**src/rtl/tug_referee.sv**
```systemverilog
// tug_referee: Tug-of-War round/match sequencer turning key presses into move pulses,
// round wins, scores and chain restart pulses.
module tug_referee #(
    parameter int WIN_SCORE   = 7,
    parameter int HOLD_CYCLES = 4
) (
    input  logic       clk,
    input  logic       reset,
    input  logic       key_l,
    input  logic       key_r,
    input  logic       edge_l,
    input  logic       edge_r,
    output logic       L,
    output logic       R,
    output logic       playAgain,
    output logic [2:0] score_l,
    output logic [2:0] score_r,
    output logic [1:0] winner,
    output logic       match_over
);
    localparam int CW = (HOLD_CYCLES > 1) ? $clog2(HOLD_CYCLES) : 1;
    localparam logic [2:0] WS = 3'(WIN_SCORE);
    localparam logic [CW-1:0] HOLD_LOAD = CW'(HOLD_CYCLES - 1);

    typedef enum logic [1:0] {PLAY, HOLD, RESTART, DONE} state_t;

    state_t        state;
    logic          key_l_d, key_r_d;
    logic [CW-1:0] cnt;
    logic          press_l, press_r, valid_l, valid_r, win_l, win_r;
    logic [2:0]    next_l, next_r;

    always_comb begin
        press_l = key_l & ~key_l_d;
        press_r = key_r & ~key_r_d;
        valid_l = press_l & ~press_r;
        valid_r = press_r & ~press_l;
        win_l   = (state == PLAY) & valid_l & edge_l;
        win_r   = (state == PLAY) & valid_r & edge_r;
        next_l  = score_l + 3'd1;
        next_r  = score_r + 3'd1;
    end

    // The hold counter starts at HOLD_CYCLES-1 so HOLD lasts exactly HOLD_CYCLES cycles.
    always_ff @(posedge clk) begin
        if (reset) begin
            state      <= PLAY;
            key_l_d    <= 1'b0;
            key_r_d    <= 1'b0;
            cnt        <= '0;
            L          <= 1'b0;
            R          <= 1'b0;
            playAgain  <= 1'b0;
            score_l    <= 3'd0;
            score_r    <= 3'd0;
            winner     <= 2'b00;
            match_over <= 1'b0;
        end else begin
            key_l_d   <= key_l;
            key_r_d   <= key_r;
            L         <= (state == PLAY) & valid_l & ~edge_l;
            R         <= (state == PLAY) & valid_r & ~edge_r;
            playAgain <= (state == HOLD) & (cnt == '0);
            case (state)
                PLAY: begin
                    cnt <= HOLD_LOAD;
                    if (win_l) begin
                        score_l    <= next_l;
                        winner     <= 2'b01;
                        match_over <= next_l == WS;
                        state      <= (next_l == WS) ? DONE : HOLD;
                    end else if (win_r) begin
                        score_r    <= next_r;
                        winner     <= 2'b10;
                        match_over <= next_r == WS;
                        state      <= (next_r == WS) ? DONE : HOLD;
                    end
                end
                HOLD: begin
                    if (cnt == '0) begin
                        state  <= RESTART;
                        winner <= 2'b00;
                    end else begin
                        cnt <= cnt - 1'b1;
                    end
                end
                RESTART: state <= PLAY;
                DONE:    state <= DONE;
            endcase
        end
    end
endmodule

```
**config.mk**
```make
export PLATFORM = sky130hd
export DESIGN_NAME = tug_referee
export DESIGN_NICKNAME = d
export VERILOG_FILES = /design/src/rtl/tug_referee.sv
export SDC_FILE = /design/constraint.sdc
export NUM_CORES = 1
export LEC_CHECK = 0
export ABC_AREA = 1
export CAP_MARGIN = 20
export CORE_ASPECT_RATIO = 1.25
export CORE_UTILIZATION = 44
export DETAILED_ROUTE_END_ITERATION = 16
export PLACE_DENSITY = 0.83
export SYNTH_ARGS = -nofsm -noshare
export SYNTH_HDL_FRONTEND = slang
export SYNTH_SLANG_ARGS = --single-unit
```
**constraint.sdc**
```tcl
create_clock -name clk -period 1.4 [get_ports clk]
set_input_delay 0.28 -clock clk [delete_from_list [all_inputs] [get_ports clk]]
set_output_delay 0.28 -clock clk [all_outputs]
set_load 0.02 [all_outputs]
```
* After elaboration in Yosys (flattened, before gate mapping)
Index checks and enable logic that the tools add are counted.
Storage, ports and cells: bits in registers 18, bits in latches 0, RAM bits 0, bits in read-only memories 0, input port bits 6, output and inout bits 12, word-level logic and storage cells 64, memories 0
Cells by class: add/subtract/negate cells 3, multiply operators 0, div/mod/pow operators 0, order comparisons 0, eq/ne operators 8, shifts and indexed selects 0, multiplexer cells 14, bitwise logic cells 18, reductions and logical operators 10
Operators with widths (number):
- 2-bit two-way mux | 9
- 1-bit bitwise AND | 11
- 2-bit one-hot mux with 2 select lines | 2
- 2-bit one-hot mux with 4 select lines | 1
- 2-bit AND reduction | 4
- 1-bit NOT | 7
- 3-bit by 1-bit adder with 3-bit output, second input constant | 2
- 3-bit equality test, second input constant | 2
- 3-bit AND reduction | 2
- 2-bit equality test, second input constant | 2
- 2-bit zero test | 2
- 2-bit nonzero test | 2
- 3-bit inequality test, second input constant | 1
- 2-bit by 1-bit equality test with 1-bit output, second input constant | 1
- 1-bit two-way mux | 2
- 2-bit by 1-bit inequality test with 1-bit output, second input constant | 1
- 2-bit inequality test, second input constant | 1
- 2-bit by 1-bit subtractor with 2-bit output, second input constant | 1

* Longest topological paths before layout
depth in word-level cells 9, depth in mapped cells 11, mapped depth without buffers 11

* Worst setup path after synthesis
OpenSTA, ideal clock, no wires.
kind reg2reg, start point register state[1], end point register state[1], library setup time 0.109 ns, arrival time 1.355 ns, data required time 1.291 ns, slack -0.064 ns, cell stages (with the launch flop) 12, cell sequence dfxtp_1 > inv_1 > ha_1 > inv_2 > nor3_4 > nand2_4 > nand3_2 > nand2_4 > clkinv_1 > nand3_1 > nand2_1 > inv_1
Between the ends: word-level cells in the longest chain between the ends 5
RTL lines:
- start, declared | line 27 | state_t state;
- start signal, assigned | line 71 | state <= (next_l == WS) ? DONE : HOLD;
- start signal, assigned | line 76 | state <= (next_r == WS) ? DONE : HOLD;
- 2-bit zero test | line 38, 39, 64
- 1-bit bitwise AND, on equally long branches (2 in a row) | line 38, 39
- 2-bit two-way mux / 3-bit inequality test (equally long branches)
- 2-bit one-hot mux with 4 select lines / 2-bit AND reduction (equally long branches)
Parallel ways exist; a longest one is shown, timed or not. A chain may end at the register's enable or synchronous reset.

* Worst setup path in the final report
start point register state[1], end point register state[0]
Same word-level chain as after synthesis.

==> metrics.csv <==
metric;value;unit
status;finished with violations;
violated checks;setup timing;
post-synthesis async set-or-reset flop share;0;%
CTS tree;built;
Synth top cells by count;nand2_1 (19), dfxtp_1 (18), inv_1 (16);
synthesis warning total;0;
power density cells;1484;mW/mm2
Via density;5.257;
clk buf depth;2;
Final Instance Area;0.001396;mm2
Critical R2R Launch;state[1]$_SDFFE_PP0P_;
CP Launch Point;state[1]$_SDFFE_PP0P_;
Netlist cell types;26;
share of cells above drive strength 1;42.11;%
area added between synthesis and finish;55.87;%
RSZ-0062 raised after global routing;yes;
Worst Slack Setup Final;-0.02247;ns
largest net degree at the start of global routing;11;
row cnt;17;
worst rel slew slack;80.27;%
Peak Freq;703.0;MHz
Hold Crit Class;in2reg;
Overflow after GRT;0;
num ports;18;
Antenna Cells;0;
Main synth FF type;dfxtp_1;
CP endpoint kind;flip-flop;
Core ar.;0.001829;mm2
GRT Util Overall;21.11;%
Least-Margin Pin Slew;0.2957;ns
routability-driven placement congestion ratio;0.8390;
die width;42.36;um
Avg Inst Size Synth;7.999;um2
initial antenna violation count;0;
Placed Area;0.001195;mm2
H-tree levels;1;
first-pass GRT wire length;3512;um
Setup WS pre-CTS;-0.3260;ns
Clk Latency, worst-skew pair;0.29;ns
vias in the first global route;913;
Layout Skew;0.003341;ns
Yosys top cell area share;40.22;%
CTS Hold Bufs;0;
DPL Wire Length;1485;um
Tcrit/Tclk final;101.6;%
Peak VDD IR;0.0009829;V
Seq cells post-synth;18;
Hold Crit Start;key_r;
Remaining DRCs;0;
Final Max Slew Viols;0;
synthesized area;895.9;um2
Initial Util;48.97;%
Hold Fails Final Rpt;0;
# setup viols final;2;
Worst Path Class, Setup;reg2reg;
register area share after synthesis;40.22;%
Startpoint Class;flip-flop;
Layout fillers;112;
die height;52.45;um
drt pass-1 iters;4;
remaining antenna violation count;0;
area leader, netlist;dfxtp_1;
Total Wirelength;2396;um
Reg clk slew, reported paths;0.10;ns
clock root buffer;clkbuf_4;
Period minus WS final;1.422;ns
count leader, synth;nand2_1;
initial DRC count;40;
input/output buffers;17;
Static Leakage;0.6966;nW
Syn Inst Count;112;
crit-path max FO;4;
Max Cap Violations;0;
top post-synthesis cells by area;dfxtp_1 (40%), ha_1 (9.8%), nand2_1 (8.0%);
Crit path arrival time;1.60;ns
die area;0.002222;mm2
Crit path required time;1.58;ns
Sink Count;18;
Final nets;167;
Power Total;2.072;mW
WL/cell;14.01;um
Post-Syn Nets;125;
number of flops mapped to enable cells by yosys;0;
vias;899;
CTS Buf Count;3;
-- critical path, cell delays in order, from the launching register on --
cell and delay [ns]:
dfxtp_2 0.36, inv_4 0.08, ha_4 0.17, inv_2 0.06, nor3_4 0.17, nand2_4 0.10, nand3_4 0.11, nand2_4 0.08
o21ai_2 0.15, a21oi_2 0.05
-- worst paths after layout --
| kind | to | slack (ns) | cells after the start |
|---|---|---|---|
| worst max-delay path | state[0]$_SDFFE_PP0P_ | -0.02 | 9 |
| worst min-delay path | key_r_d$_SDFF_PP0_ | 0.26 | 3 |
| worst max register to register | state[0]$_SDFFE_PP0P_ | -0.02 | 9 |
| worst min register to register | winner[0]$_SDFFE_PP0P_ | 0.47 | 2 |
-- sequential cells by signal, summed over array words and instances (netlist names) --
name and flops:
key_r_d 1, playAgain 1, score_l 3, winner 2
match_over 1, R 1, cnt 2, L 1
state 2, key_l_d 1, score_r 3
-- placed cells by master, fill, tap and decap left out, types with 2 or more instances in the layout --
master	instances
a21oi_1	7
a21oi_2	4
buf_4	18
buf_6	3
clkbuf_4	3
clkdlybuf4s50_1	3
dfxtp_1	16
dfxtp_2	2
dlygate4sd2_1	13
ha_1	5
ha_4	2
inv_1	12
inv_2	6
nand2_1	14
nand2_2	5
nand2_4	2
nand3_2	4
nand3_4	2
nor2_1	6
nor2_4	2
o21ai_1	3
o21ai_2	3
-- report_power, final --
group / switching [mW] / total [mW] / internal (mW)
sequential: 0.0513 / 0.656 / 0.605
combinational: 0.616 / 1.16 / 0.546
clock: 0.153 / 0.253 / 0.0999
total: 0.821 / 2.07 / 1.25
-- logic make-up after synthesis --
| kind of cell | count (synthesis) | share of synthesized area (%) |
|---|---|---|
| simple gates | 42 | 25.42 |
| mux | 1 | 1.257 |
| fa+ha+maj | 7 | 9.776 |
| compound gates | 20 | 12.01 |
| xor+xnor | 2 | 1.956 |
| buf+inv | 22 | 9.357 |
| flops | 18 | 40.22 |
-- through the flow --
step | instances | utilization (%) | setup TNS (ns) | hold WS (ns)
2_1_floorplan | 112 | - | -0.02726 | 0.3515
6_report | 171 | 76.33 | -0.03738 | 0.2553
4_1_cts | 165 | 69.70 | -0.007622 | 0.4667
3_5_place_dp | 160 | 65.32 | -2.604 | 0.4538
5_1_grt | 171 | 76.33 | -0.2848 | 0.2689
3_3_place_gp | 160 | 65.32 | -2.406 | 0.4498
-- layout make-up --
class / count / area (um2) / area share [%]
multi-input cells: 72 / 579.3 / 41.49
flip-flops and latches: 18 / 362.8 / 25.99
repair buffers: 38 / 325.3 / 23.30
inverters: 21 / 82.58 / 5.914
well taps: 19 / 23.77 / 1.703
clock buffers: 3 / 22.52 / 1.613
-- repair_timing --
item | CTS | global route
setup buffers | 2 | 6
setup endpoints to repair | 18 | 9
endpoints found under the hold margin | 0 | 0
gates resized for setup | 30 | 21
pin swaps | 8 | 9
-- routing by layer --
layer / GRT usage, % / share of wire, % / routed length (um) / vias up
met2: 40.00 / 57 / 1357 / 23
met5: 0 / 0 / 0 / -
met4: 13.54 / 2.3 / 56 / 0
met3: 4.138 / 3.2 / 77 / 6
met1: 20.56 / 38 / 905 / 427
li1: - / - / - / 443
Note: power is estimated with default switching activity, not from simulation.
